[config.mk]
export PLATFORM = sky130hd
export DESIGN_NAME = tp2_linebuf_writer
export DESIGN_NICKNAME = d
export VERILOG_FILES = /design/src/rtl/tp2_linebuf_writer.sv
export SDC_FILE = /design/constraint.sdc
export NUM_CORES = 1
export LEC_CHECK = 0
export CAP_MARGIN = 20
export CELL_PAD_IN_SITES_DETAIL_PLACEMENT = 1
export CELL_PAD_IN_SITES_GLOBAL_PLACEMENT = 1
export CORE_ASPECT_RATIO = 0.5
export CORE_MARGIN = 5
export CORE_UTILIZATION = 36
export CTS_CLUSTER_DIAMETER = 100
export DETAILED_ROUTE_END_ITERATION = 10
export PLACE_DENSITY_LB_ADDON = 0.1
export SYNTH_ARGS = -nofsm -noshare
export SYNTH_HDL_FRONTEND = slang
export SYNTH_SLANG_ARGS = --single-unit
[constraint.sdc]
create_clock -name VCLK_i -period 3.1 [get_ports VCLK_i]
set_input_delay 0.465 -clock VCLK_i [delete_from_list [all_inputs] [get_ports VCLK_i]]
set_output_delay 0.465 -clock VCLK_i [all_outputs]
set_load 0.02 [all_outputs]
[src/rtl/tp2_linebuf_writer.sv]
// Toaplan2 line-buffer writer: one RGB888 RAM write per active pixel, plus line/frame status.
// Optional pixel CRC is built when TP2_LB_CRC_EN is defined; otherwise crc_o is tied to 0.
module tp2_linebuf_writer #(
   parameter int LB_LINES_LOG2 = 2,
   parameter int LINE_W        = 320
) (
   input  logic                      VCLK_i,
   input  logic                      RST_i,
   input  logic [4:0]                R_i,
   input  logic [4:0]                G_i,
   input  logic [4:0]                B_i,
   input  logic                      DE_i,
   input  logic [8:0]                xpos_i,
   input  logic [8:0]                ypos_i,
   input  logic                      frame_change_i,
   output logic                      wr_en_o,
   output logic [LB_LINES_LOG2+8:0]  wr_addr_o,
   output logic [23:0]               wr_data_o,
   output logic                      line_done_o,
   output logic [8:0]                line_id_o,
   output logic [8:0]                line_len_o,
   output logic                      frame_start_o,
   output logic [8:0]                lines_written_o,
   output logic                      len_err_o,
   output logic [15:0]               crc_o
);

   localparam logic [8:0] SAT    = 9'h1FF;
   localparam logic [8:0] LEN_OK = 9'(LINE_W);

   logic       de_p;
   logic [8:0] xpos_p;
   logic [8:0] ypos_p;
   logic       fc_p;
   logic [8:0] pix_cnt;

   logic new_pix;
   logic de_rise;
   logic de_fall;
   logic fc_rise;

   function automatic logic [7:0] expand(input logic [4:0] c);
      return {c, c[4:2]};
   endfunction

   always_comb begin
      de_rise = DE_i & ~de_p;
      de_fall = de_p & ~DE_i;
      fc_rise = frame_change_i & ~fc_p;
      // a held pixel repeats xpos, so only a change (or a fresh line) writes
      new_pix = DE_i & (~de_p | (xpos_i != xpos_p));
   end

   always_ff @(posedge VCLK_i or posedge RST_i) begin
      if (RST_i) begin
         de_p            <= 1'b0;
         xpos_p          <= '0;
         ypos_p          <= '0;
         fc_p            <= 1'b0;
         pix_cnt         <= '0;
         wr_en_o         <= 1'b0;
         wr_addr_o       <= '0;
         wr_data_o       <= '0;
         line_done_o     <= 1'b0;
         line_id_o       <= '0;
         line_len_o      <= '0;
         frame_start_o   <= 1'b0;
         lines_written_o <= '0;
         len_err_o       <= 1'b0;
      end else begin
         de_p   <= DE_i;
         xpos_p <= xpos_i;
         ypos_p <= ypos_i;
         fc_p   <= frame_change_i;

         wr_en_o <= new_pix;
         if (new_pix) begin
            wr_addr_o <= {ypos_i[LB_LINES_LOG2-1:0], xpos_i};
            wr_data_o <= {expand(R_i), expand(G_i), expand(B_i)};
         end

         if (de_rise)
            pix_cnt <= 9'd1;
         else if (new_pix && pix_cnt != SAT)
            pix_cnt <= pix_cnt + 9'd1;

         line_done_o <= de_fall;
         if (de_fall) begin
            line_id_o  <= ypos_p;
            line_len_o <= pix_cnt;
            if (pix_cnt != LEN_OK)
               len_err_o <= 1'b1;
         end

         // frame start overrides a coincident line-end increment
         frame_start_o <= fc_rise;
         if (fc_rise)
            lines_written_o <= '0;
         else if (de_fall && lines_written_o != SAT)
            lines_written_o <= lines_written_o + 9'd1;
      end
   end

`ifdef TP2_LB_CRC_EN
   logic [15:0] crc_acc;
   logic [15:0] crc_nxt;

   function automatic logic [15:0] crc_step(
      input logic [15:0] c_in,
      input logic [14:0] d
   );
      logic [15:0] c;
      logic        fb;
      c = c_in;
      for (int i = 14; i >= 0; i--) begin
         fb = c[15] ^ d[i];
         c  = {c[14:0], 1'b0} ^ (fb ? 16'h1021 : 16'h0000);
      end
      return c;
   endfunction

   always_comb begin
      crc_nxt = crc_acc;
      if (new_pix)
         crc_nxt = crc_step(crc_acc, {R_i, G_i, B_i});
   end

   always_ff @(posedge VCLK_i or posedge RST_i) begin
      if (RST_i) begin
         crc_acc <= 16'hFFFF;
         crc_o   <= '0;
      end else if (fc_rise) begin
         crc_o   <= crc_nxt;
         crc_acc <= 16'hFFFF;
      end else begin
         crc_acc <= crc_nxt;
      end
   end
`else
   assign crc_o = '0;
`endif

endmodule

# After elaboration in Yosys (flattened, before gate mapping)
# Index checks and enable logic that the tools add are counted.
# totals
reg_bits,95
out_inout_bits,82
in_bits,37
elab_cells,37
# classes
bitwise_logic,8
n_mux,4
add_sub_neg,2
n_reduce_logical,5
n_eq_ne,4
# op_table
cell,count
$mux 9,4
$ne 9x9->1 const B,3
$add 9x1->9 const B,2
$ne 9x9->1,1
$and 1x1->1,4
$reduce_bool 2->1,2
$not 1->1,3
$logic_and 1x1->1,2
$reduce_and 2->1,1
$or 1x1->1,1

# Logic depth before layout (Yosys ltp)
# Gate-level depths: netlist of the first run.
# logic_depth
ltp_word,6
mapped_depth,10
depth_no_buf,9

# Worst setup path before layout of the first run
# OpenSTA, ideal clock, no wires.
# synth_path
path_type,reg-to-reg
start,reg lines_written_o[0]
end,reg lines_written_o[7]
synth_period_minus_slack_ns,2.057
t_arrival_ns,1.925
slack_ns,1.043
path_buffers,0
path_stages_with_launch,10
required_time_ns,2.968
setup_ns,0.132
path_cell_list,dfrtp_1 ha_1 nand2_1 nor2_1 ha_1 nor3b_2 and3_1 nand4_1 xor2_1 nor2_1
# synth_via
elab_chain_cells,3
word_cells_on_any_way,6
cone_classes,add/sub (1); eq/ne (1); mux (2); reduce/logical (2)
# synth_lines
element,line,source
"start, declared",23,"output logic [8:0] lines_written_o,"
"start signal, assigned",100,lines_written_o <= lines_written_o + 9'd1;
$add 9x1->9 / $ne 9x9->1 (equally long branches),"100, 99",
$mux 9 / $logic_and 1x1->1 (equally long branches),99,else if (de_fall && lines_written_o != SAT)
$mux 9 / $reduce_bool 2->1 (equally long branches),--,
# Parallel ways exist; a longest one is shown, timed or not. The select of a mux whose other input is x is not followed.
# A chain may end at the register's enable or synchronous reset.

# Worst setup path in the final report of the first run
# layout_path
start,reg pix_cnt[0]
end,reg pix_cnt[5]
# layout_via
elab_chain_cells,3
word_cells_on_any_way,6
cone_classes,add/sub (1); eq/ne (1); mux (2); reduce/logical (2)
# layout_lines
element,line,source
"start, declared",35,logic [8:0] pix_cnt;
"start signal, assigned",85,pix_cnt <= pix_cnt + 9'd1;
$add 9x1->9 / $ne 9x9->1 (equally long branches),"85, 84",
$mux 9 / $logic_and 1x1->1 (equally long branches),84,else if (new_pix && pix_cnt != SAT)
$mux 9 / $reduce_bool 2->1 (equally long branches),--,
# Parallel ways exist; a longest one is shown, timed or not. The select of a mux whose other input is x is not followed.

==> results of run 1 <==
[routing by layer]
layer | vias to the layer above | global-route usage | wire, um
met2 | 80 | 0.228 | 3860
met4 | 0 | 0.0542 | 117
met1 | 1202 | 0.171 | 3460
li1 | 1094 | - | -
met3 | 11 | 0.0496 | 556
met5 | - | 0 | 0
[path summary, 6_finish.rpt]
path	from	endpoint	slack (ps)
min in group asynchronous	RST_i	wr_data_o[4]$_DFFE_PP0P_	550
setup / recovery	pix_cnt[0]$_DFFE_PP0P_	pix_cnt[5]$_DFFE_PP0P_	850
hold / removal	len_err_o$_DFFE_PP0P_	len_err_o$_DFFE_PP0P_	460
setup reg to reg	pix_cnt[0]$_DFFE_PP0P_	pix_cnt[5]$_DFFE_PP0P_	850
max in group asynchronous	RST_i	pix_cnt[2]$_DFFE_PP0P_	2210
hold reg to reg	len_err_o$_DFFE_PP0P_	len_err_o$_DFFE_PP0P_	460
[stage by stage]
stage	total power [mW]	setup slack [ps]
6_report	3.10	845
5_1_grt	3.26	713
4_1_cts	3.15	848
3_5_place_dp	1.98	560
3_3_place_gp	1.95	610
2_1_floorplan	1.69	413
[cells by family after synthesis]
kind of cell             after synthesis
AO/OA/AOI/OAI                         14
XOR/XNOR                              16
adder cells (fa/ha/maj)                5
buffers and inverters                 41
flip-flops                            86
multiplexers                          46
other                                  1
AND/OR/NAND/NOR                       61
[cell usage in the layout (no fill, tap or decap), drive strengths merged]
cell type / n
nand2: 14
o21ai: 1
o211a: 1
o221ai: 1
nand3: 11
mux2: 44
and3: 3
nor4b: 1
nor2b: 2
conb: 16
clkbuf: 9
nor3b: 1
a211o: 2
ha: 5
nor3: 1
clkinv: 5
dfrtp: 86
o31ai: 1
clkinvlp: 1
nor4: 1
nor2: 13
xnor2: 10
or3: 1
o2bb2ai: 1
bufinv: 2
nand4: 6
or4: 5
a21o: 1
buf: 5
or2: 1
a21oi: 1
o211ai: 5
mux2i: 2
clkdlybuf4s50: 102
nand2b: 1
xor2: 6
inv: 7
[flip-flops by register name (all words and copies together), names as in the netlist]
| register | count |
|---|---|
| line_id_o | 9 |
| len_err_o | 1 |
| frame_start_o | 1 |
| ypos_p | 9 |
| wr_data_o | 15 |
| wr_en_o | 1 |
| line_done_o | 1 |
| line_len_o | 9 |
| fc_p | 1 |
| wr_addr_o | 11 |
| de_p | 1 |
| xpos_p | 9 |
| lines_written_o | 9 |
| pix_cnt | 9 |
[cell type report]
cell class / instances / area [um2]
Fill cell: 1000 / 4630
Clock buffer: 9 / 225
Sequential cell: 86 / 2150
Inverter: 8 / 31.3
Multi-Input combinational cell: 158 / 1230
Timing Repair Buffer: 107 / 1070
Tap cell: 135 / 169
Clock inverter: 7 / 98.8
[critical path: cells and delay by family, from the launching register on]
family	cells	cell delay (ps)
compound gates	1	160
fa+ha+maj	2	420
buf+inv	1	100
flops	1	440
simple gates	5	1060
[power by group through the flow]
stage          registers (mW)  clock network, mW  logic, mW
6_report                 1.34               1.16      0.602
2_1_floorplan            1.45                  0      0.242
3_5_place_dp             1.37                  0      0.611
4_1_cts                  1.35               1.19      0.614
5_1_grt                  1.36               1.25      0.650
3_3_place_gp             1.36                  0      0.598
[synthesized netlist by cell type (2+ instances only)]
cell type,count,area [um2]
and3_1,3,18.8
buf_4,26,195
buf_6,3,33.8
clkbuf_1,2,7.51
dfrtp_1,86,2150
ha_1,5,62.6
inv_1,8,30.0
mux2_1,8,90.1
mux2_2,36,405
mux2i_1,2,20.0
nand2_1,14,52.6
nand3_1,10,50.1
nand4_1,6,37.5
nor2_1,13,48.8
nor2b_1,2,12.5
o211ai_1,5,37.5
or4_1,4,30.0
xnor2_1,10,87.6
xor2_1,6,52.6
==> flow_metrics.py, run 1 <==
metrics = {
    "cts": {
        "clock-sinks": 86,
        "postCtsSetupBuffers": 0,
        "hold_buffers": 0,
        "clk_pin_slew_ps": 60,
        "htreeDepth": 3,
        "clk_path_buf_depth": 2,
        "numCtsBuffers": 9,
        "cts_tree": "done",
        "cts_resized": 0,
        "insertion_delay_ps": 340,
        "cts_root_buffer": "clkbuf_16",
    },
    "timing": {
        "final.setup.tns_ps": 0,
        "hold_ws_ps": 456,
        "final-hold-violation-count": 0,
        "fin_crit_sh": 0.727,
        "rsz0062_at_grt": "no",
        "timing.fmax_mhz": 444,
        "max-slew-margin-rel": 0.540,
        "layout_min_cycle_time_ps": 2250,
        "fin_skew_ps": 5.14,
        "finalSetupViolations": 0,
        "maxSlewViolCount": 0,
        "tightest_slew_ps": 689,
    },
    "route": {
        "drtAntennaViolNets": 0,
        "avgRoutedWirePerCell_um": 15.7,
        "vias": 2387,
        "viasPerCell": 4.68,
        "wirelength_um": 7990,
        "drt_iter0_drc": 53,
        "dr.pass1.iters": 4,
        "drc": 0,
    },
    "global_route": {
        "grt_max_degree": 87,
        "grt_antenna_before_repair": 0,
        "grt_pass1_vias": 2584,
        "grt_pass1_wl_um": 13100,
        "overflow": 0,
        "grtUsageTotal": 0.140,
    },
    "logic_synthesis": {
        "synth-warning-count": 0,
        "syn_inst": 270,
        "ys_types": 40,
        "synth_area_um2": 3600,
        "ys_seq_area_frac": 0.598,
        "synth.mux.area_fraction": 0.143,
        "synthSimpleGateAreaFrac": 0.0904,
        "async_flop_share": 1.00,
        "yosys.area_share.xor_xnor": 0.0390,
        "synth-compound-area-share": 0.0341,
        "synthAdderAreaFrac": 0.0174,
        "synth_edf_count": 0,
        "synth_top_family_by_area": "multiplexers",
        "ys.flop_type": "dfrtp_1",
        "avgSynthCellArea_um2": 13.3,
        "yosys_register_bits": 86,
    },
    "floorplanning": {
        "die_area_um2": 12200,
        "die_w_um": 151,
        "io_pins": 119,
        "start_util": 0.375,
        "rows": 25,
        "coreArea_um2": 9600,
        "die_h_um": 80.7,
    },
    "placed_design": {
        "place_hpwl_um": 5770,
        "gp_congestion": 0.724,
        "io_buffers": 102,
        "placed_cell_area_um2": 4650,
        "place_inst": 494,
    },
    "layout": {
        "finish.net_count": 412,
        "postLayoutCellArea_um2": 4980,
        "final_cells": 510,
        "drive_gt1_frac": 0.176,
        "final_util": 0.518,
        "syn_to_final_growth_pct": 38.3,
        "antenna_cells": 0,
    },
    "pwr": {
        "p_leak_nw": 2.13,
        "p_sw_uw": 842,
        "p_clk_frac": 0.373,
        "powerDensity_nw_per_um2": 624,
        "power.internal_mw": 2.26,
        "combinationalPowerShare": 0.194,
        "p_sw_frac": 0.271,
        "vdd_ir_drop_max_mv": 0.275,
        "seqPwrFrac": 0.433,
    },
    "worst_setup_path": {
        "reg2reg_depth": 9,
        "crit_required_ps": 3370,
        "setup.worst_path.end_class": "flop",
        "cpMaxStageDelayCell": "or4_2",
        "max_stage_delay_ps": 630,
        "path_cells": "ha_1 > nand3_1 > or2_2 > nor2_1 > ha_1 > inv_1 > o31ai_4 > or4_2 > nand3_1",
        "cp.arrival_ps": 2520,
        "cp_max_fo": 15,
        "critPathKind": "reg -> reg",
        "cp-start-kind": "flop",
    },
    "worst_hold_path": {
        "min_path_cells": 1,
        "min_path_type": "reg -> reg",
    },
    "flow_run": {
        "drv_cap": 0,
    },
    "status": {
        "status": "complete, no violations",
    },
}
Power figures use the tool's default switching activity.
==> inputs of run 2 (changes only) <==
==> constraint.sdc (replaced) <==
create_clock -name VCLK_i -period 2.2 [get_ports VCLK_i]
set_input_delay 0.33 -clock VCLK_i [delete_from_list [all_inputs] [get_ports VCLK_i]]
set_output_delay 0.33 -clock VCLK_i [all_outputs]
set_load 0.02 [all_outputs]
==> run 2 against run 1 <==
  * Register-to-register slack lost 740 ps
  * First-iteration DRC count grew 64%
  * Global-route usage grew 0.54 points
  * Sequential share of layout area shrank 1.3 points
  * Largest power group unchanged
==> flow_metrics.py, run 2 (synthesis results as in run 1) <==
metrics = {
    "cts": {
        "cts_tree": "done",
        "htreeDepth": 3,
        "clk_pin_slew_ps": 60,
        "insertion_delay_ps": 340,
        "cts_root_buffer": "clkbuf_16",
        "clk_path_buf_depth": 2,
        "numCtsBuffers": 9,
        "clock-sinks": 86,
    },
    "floorplanning": {
        "die_h_um": 80.7,
        "io_pins": 119,
        "die_w_um": 151,
        "die_area_um2": 12200,
        "rows": 25,
        "coreArea_um2": 9600,
        "start_util": 0.375,
    },
    "layout": {
        "final_common_cell": "clkdlybuf4s50_1",
        "largest_register": "wr_data_o",
        "drive_gt1_frac": 0.223,
        "finish.net_count": 432,
        "final_util": 0.534,
        "layout_common_cells": "clkdlybuf4s50_1 (102), dfrtp_1 (86), mux2_2 (36), buf_4 (23), conb_1 (16)",
        "largest_reg_flops": 15,
        "syn_to_final_growth_pct": 42.6,
        "reg_top3": "wr_data_o: 15 flops, wr_addr_o: 11 flops",
        "antenna_cells": 0,
    },
    "worst_hold_path": {
        "min_path_type": "in -> reg",
    },
    "placed_design": {
        "dp_slack_ps": -108,
        "gp_congestion": 0.746,
        "io_buffers": 102,
        "place_hpwl_um": 6150,
    },
    "timing": {
        "max-slew-margin-rel": 0.533,
        "tightest_slew_ps": 700,
        "layout_min_cycle_time_ps": 2090,
        "timing.fmax_mhz": 478,
        "worst_slack_ps": 110,
        "finalSetupViolations": 0,
        "final-hold-violation-count": 0,
        "fin_crit_sh": 0.950,
        "rsz0062_at_grt": "no",
        "hold_ws_ps": 427,
        "maxSlewViolCount": 0,
        "fin_skew_ps": 4.92,
    },
    "pwr": {
        "vdd_ir_drop_max_mv": 0.439,
        "p_leak_nw": 2.22,
        "powerDensity_nw_per_um2": 848,
    },
    "route": {
        "avgRoutedWirePerCell_um": 15.7,
        "vias": 2396,
        "dr.pass1.iters": 4,
        "viasPerCell": 4.52,
        "wirelength_um": 8330,
        "drc": 0,
        "drt_iter0_drc": 87,
        "drtAntennaViolNets": 0,
    },
    "global_route": {
        "grt_pass1_wl_um": 13500,
        "grt_max_degree": 87,
        "overflow": 0,
        "grt_pass1_vias": 2674,
        "grt_antenna_before_repair": 0,
        "grtUsageTotal": 0.145,
    },
    "flow_run": {
        "drv_cap": 0,
    },
    "worst_setup_path": {
        "cp.arrival_ps": 2360,
        "cp_max_fo": 6,
        "cp-start-kind": "flop",
        "setup.worst_path.end_class": "flop",
        "crit_buf_inv": 2,
        "crit_family": "simple AND/OR/NAND/NOR gates",
        "path_cells": "ha_2 > nand3_2 > or2_2 > nor2_1 > ha_1 > inv_1 > o31ai_4 > buf_4 > or4_1 > nand3_1",
        "critPathKind": "reg -> reg",
        "max_stage_delay_ps": 510,
        "crit_required_ps": 2470,
        "cpMaxStageDelayCell": "or4_1",
    },
    "status": {
        "status": "complete, no violations",
    },
}
run 2: worst reg2reg max path, cell delays in order, from the launching register on:
cell and delay, ps:
dfrtp_1 390, ha_2 200, nand3_2 100, or2_2 140
nor2_1 50, ha_1 190, inv_1 90, o31ai_4 100
buf_4 160, or4_1 510, nand3_1 110
run 2: through the flow:
step / power (mW) / instance area [um2] / setup TNS [ps] / cells
6_report: 4.35 / 5130 / 0 / 530
5_1_grt: 4.58 / 5130 / 0 / 530
4_1_cts: 4.42 / 5100 / 0 / 527
3_5_place_dp: 2.86 / 4790 / -2620 / 511
3_3_place_gp: 2.82 / 4790 / -432 / 511
2_1_floorplan: 2.38 / 3660 / 0 / 285
run 2: path summary, 6_finish.rpt:
kind	startpoint	slack (ps)	endpoint	depth (start not counted)
max in group asynchronous	RST_i	1360	wr_data_o[22]$_DFFE_PP0P_	3
worst max register to register	pix_cnt[0]$_DFFE_PP0P_	110	pix_cnt[3]$_DFFE_PP0P_	10
worst min-delay path	ypos_i[3]	430	ypos_p[3]$_DFF_PP0_	1
min in group asynchronous	RST_i	460	pix_cnt[4]$_DFFE_PP0P_	3
worst max-delay path	pix_cnt[0]$_DFFE_PP0P_	110	pix_cnt[3]$_DFFE_PP0P_	10
worst min register to register	ypos_p[5]$_DFF_PP0_	480	line_id_o[5]$_DFFE_PP0P_	1
run 2: routing by layer:
layer / part of all wire / vias to the layer above / GRT usage
li1: - / 1126 / -
met1: 0.42 / 1189 / 0.173
met2: 0.50 / 73 / 0.245
met3: 0.063 / 8 / 0.0502
met4: 0.013 / 0 / 0.0542
met5: 0 / - / 0
run 2: timing repair:
item | CTS | global route
endpoints found under the setup margin | 0 | 4
hold buffers | 0 | 0
resized for setup | 0 | 2
setup buffers | 0 | 3
run 2: where the power goes:
group          internal (mW)  total (mW)  switching (mW)  leakage (nW)
Clock                  0.891        1.53           0.640         0.143
Combinational          0.489       0.967           0.477          1.02
Sequential              1.75        1.85           0.100          1.05
Total                   3.13        4.35            1.22          2.22
run 2: cell type report:
cell class,instances,area [um2]
fill,988,4470
sequential,86,2150
multi-input combinational,158,1240
timing repair buffer,127,1230
clock buffer,9,225
tap,135,169
clock inverter,7,80.1
inverter,8,33.8
==> inputs of run 3 (changes only) <==
--- a/config.mk
+++ b/config.mk
@@ -9,7 +9,7 @@
 export CELL_PAD_IN_SITES_DETAIL_PLACEMENT = 1
 export CELL_PAD_IN_SITES_GLOBAL_PLACEMENT = 1
 export CORE_ASPECT_RATIO = 0.5
-export CORE_MARGIN = 5
+export CORE_MARGIN = 10
 export CORE_UTILIZATION = 36
 export CTS_CLUSTER_DIAMETER = 100
 export DETAILED_ROUTE_END_ITERATION = 10
==> run 3 against run 2 <==
  * Worst hold slack barely moved
  * Final cell count fell by 0.38%
  * Combinational power rose by 0.5%
  * Clock-buffer cell count did not move
  * Die area rose by 20%
  * Sequential cell count did not move
  * Clock skew rose by 0.78 ps
  * Global-route usage fell by 2.1 points
  * Clock power barely moved
  * Non-clock buffer count fell by 2
==> flow_metrics.py, run 3 (synthesis results as in run 1) <==
metrics = {
    "route": {
        "drc": 0,
        "vias": 2420,
        "drtAntennaViolNets": 0,
        "wirelength_um": 8920,
        "dr.pass1.iters": 4,
        "avgRoutedWirePerCell_um": 16.9,
        "viasPerCell": 4.58,
        "drt_iter0_drc": 65,
    },
    "placed_design": {
        "io_buffers": 102,
        "place_hpwl_um": 6580,
        "gp_congestion": 0.779,
        "place_inst": 512,
    },
    "pwr": {
        "p_leak_nw": 2.21,
        "p_sw_frac": 0.281,
        "combinationalPowerShare": 0.223,
        "p_sw_mw": 1.22,
        "power.internal_mw": 3.14,
        "powerDensity_nw_per_um2": 852,
        "seqPwrFrac": 0.425,
        "p_clk_frac": 0.352,
        "vdd_ir_drop_max_mv": 0.355,
    },
    "worst_setup_path": {
        "cp_max_fo": 8,
        "cp-start-kind": "flop",
        "rrSetupSlack_ps": 140,
        "cp.arrival_ps": 2330,
        "crit_required_ps": 2470,
        "critPathKind": "reg -> reg",
        "setup.worst_path.end_class": "flop",
    },
    "floorplanning": {
        "io_pins": 119,
        "die_h_um": 90.7,
        "rows": 25,
        "die_w_um": 161,
        "die_area_um2": 14600,
        "start_util": 0.375,
        "coreArea_um2": 9600,
    },
    "timing": {
        "final-hold-violation-count": 0,
        "finalSetupViolations": 0,
        "tightest_slew_ps": 725,
        "final.setup.tns_ps": 0,
        "fin_crit_sh": 0.936,
        "maxSlewViolCount": 0,
        "fin_skew_ps": 5.70,
        "layout_min_cycle_time_ps": 2060,
        "max-slew-margin-rel": 0.516,
        "timing.fmax_mhz": 486,
        "rsz0062_at_grt": "no",
    },
    "cts": {
        "hold_buffers": 0,
        "numCtsBuffers": 9,
        "insertion_delay_ps": 340,
        "clk_path_buf_depth": 2,
        "cts_root_buffer": "clkbuf_16",
        "clk_pin_slew_ps": 60,
        "cts_tree": "done",
        "htreeDepth": 3,
        "clock-sinks": 86,
    },
    "layout": {
        "antenna_cells": 0,
        "reg_top3": "wr_data_o: 15 flops, wr_addr_o: 11 flops",
        "final_cells": 528,
        "syn_to_final_growth_pct": 42.2,
        "finish.net_count": 430,
        "drive_gt1_frac": 0.221,
        "largest_reg_flops": 15,
        "final_common_cell": "clkdlybuf4s50_1",
        "n_fill_cell": 985,
        "largest_register": "wr_data_o",
        "layout_common_cells": "clkdlybuf4s50_1 (102), dfrtp_1 (86), mux2_2 (36), buf_4 (21), conb_1 (16)",
    },
    "global_route": {
        "grt_pass1_wl_um": 14600,
        "grt_antenna_before_repair": 0,
        "grt_pass1_vias": 2727,
        "grtUsageTotal": 0.124,
        "grt_max_degree": 87,
        "overflow": 0,
    },
    "flow_run": {
        "drv_cap": 0,
    },
    "worst_hold_path": {
        "min_path_type": "in -> reg",
    },
    "status": {
        "status": "complete, no violations",
    },
}
==> run 3: cell count changes in the layout (fill, tap and decap cells not counted), sizes merged <==
cell      previous run  this run
clkinvlp             3         2
clkinv               2         3
buf                 25        23
==> run 3: metal layers <==
layer | global-route usage | share of wire
met2 | 0.210 | 0.50
met5 | 0 | 0
met1 | 0.133 | 0.40
met3 | 0.0655 | 0.088
met4 | 0.0361 | 0.010
==> run 3: worst max-delay path, cell delays in order, from the launching register on <==
cell	delay [ps]
dfrtp_1	380
ha_2	200
nand3_2	100
or2_2	140
nor2_1	50
ha_1	210
inv_2	70
o31ai_4	80
buf_4	170
or4_1	490
nand3_1	90
==> run 3: repair_timing <==
action / CTS / global route
endpoints found under the hold margin: 0 / 0
setup buffers: 0 / 0
setup endpoints to repair: 0 / 5
resized for setup: 0 / 3
==> run 3: power by group through the flow <==
stage	Combinational (mW)	Clock, mW	Sequential [mW]
after global placement	0.957	0	1.87
after CTS	0.991	1.58	1.85
final	0.972	1.53	1.85
after global routing	1.06	1.66	1.88
after detailed placement	0.983	0	1.88
after floorplan	0.341	0	2.04
==> run 3: worst paths after layout <==
check / from / endpoint / cells after the start
max in group asynchronous: RST_i / wr_data_o[11]$_DFFE_PP0P_ / 3
worst min-delay path: ypos_i[8] / ypos_p[8]$_DFF_PP0_ / 1
worst min register to register: len_err_o$_DFFE_PP0P_ / len_err_o$_DFFE_PP0P_ / 1
worst max-delay path: pix_cnt[0]$_DFFE_PP0P_ / pix_cnt[3]$_DFFE_PP0P_ / 10
worst max register to register: pix_cnt[0]$_DFFE_PP0P_ / pix_cnt[3]$_DFFE_PP0P_ / 10
min in group asynchronous: RST_i / line_len_o[0]$_DFFE_PP0P_ / 3
==> run 3: cell type report <==
| class | count | area [um2] | area share |
|---|---|---|---|
| Inverter | 8 | 33.8 | 0.00660 |
| Multi-Input combinational cell | 158 | 1240 | 0.242 |
| Clock inverter | 7 | 81.3 | 0.0159 |
| Tap cell | 135 | 169 | 0.0330 |
| Timing Repair Buffer | 125 | 1220 | 0.238 |
| Sequential cell | 86 | 2150 | 0.421 |
| Clock buffer | 9 | 225 | 0.0440 |
==> run 3: metrics by stage <==
| stage | worst slack [ps] | power (mW) | util | cell area, um2 | hold WS [ps] |
|---|---|---|---|---|---|
| 4_1_cts | 23.1 | 4.42 | 0.532 | 5110 | 416 |
| 6_report | 142 | 4.36 | 0.533 | 5120 | 427 |
| 3_5_place_dp | -111 | 2.86 | 0.500 | 4800 | 447 |
| 3_3_place_gp | -15.1 | 2.82 | 0.500 | 4800 | 442 |
| 5_1_grt | 32.1 | 4.60 | 0.533 | 5120 | 415 |
| 2_1_floorplan | 143 | 2.38 | - | 3660 | 361 |
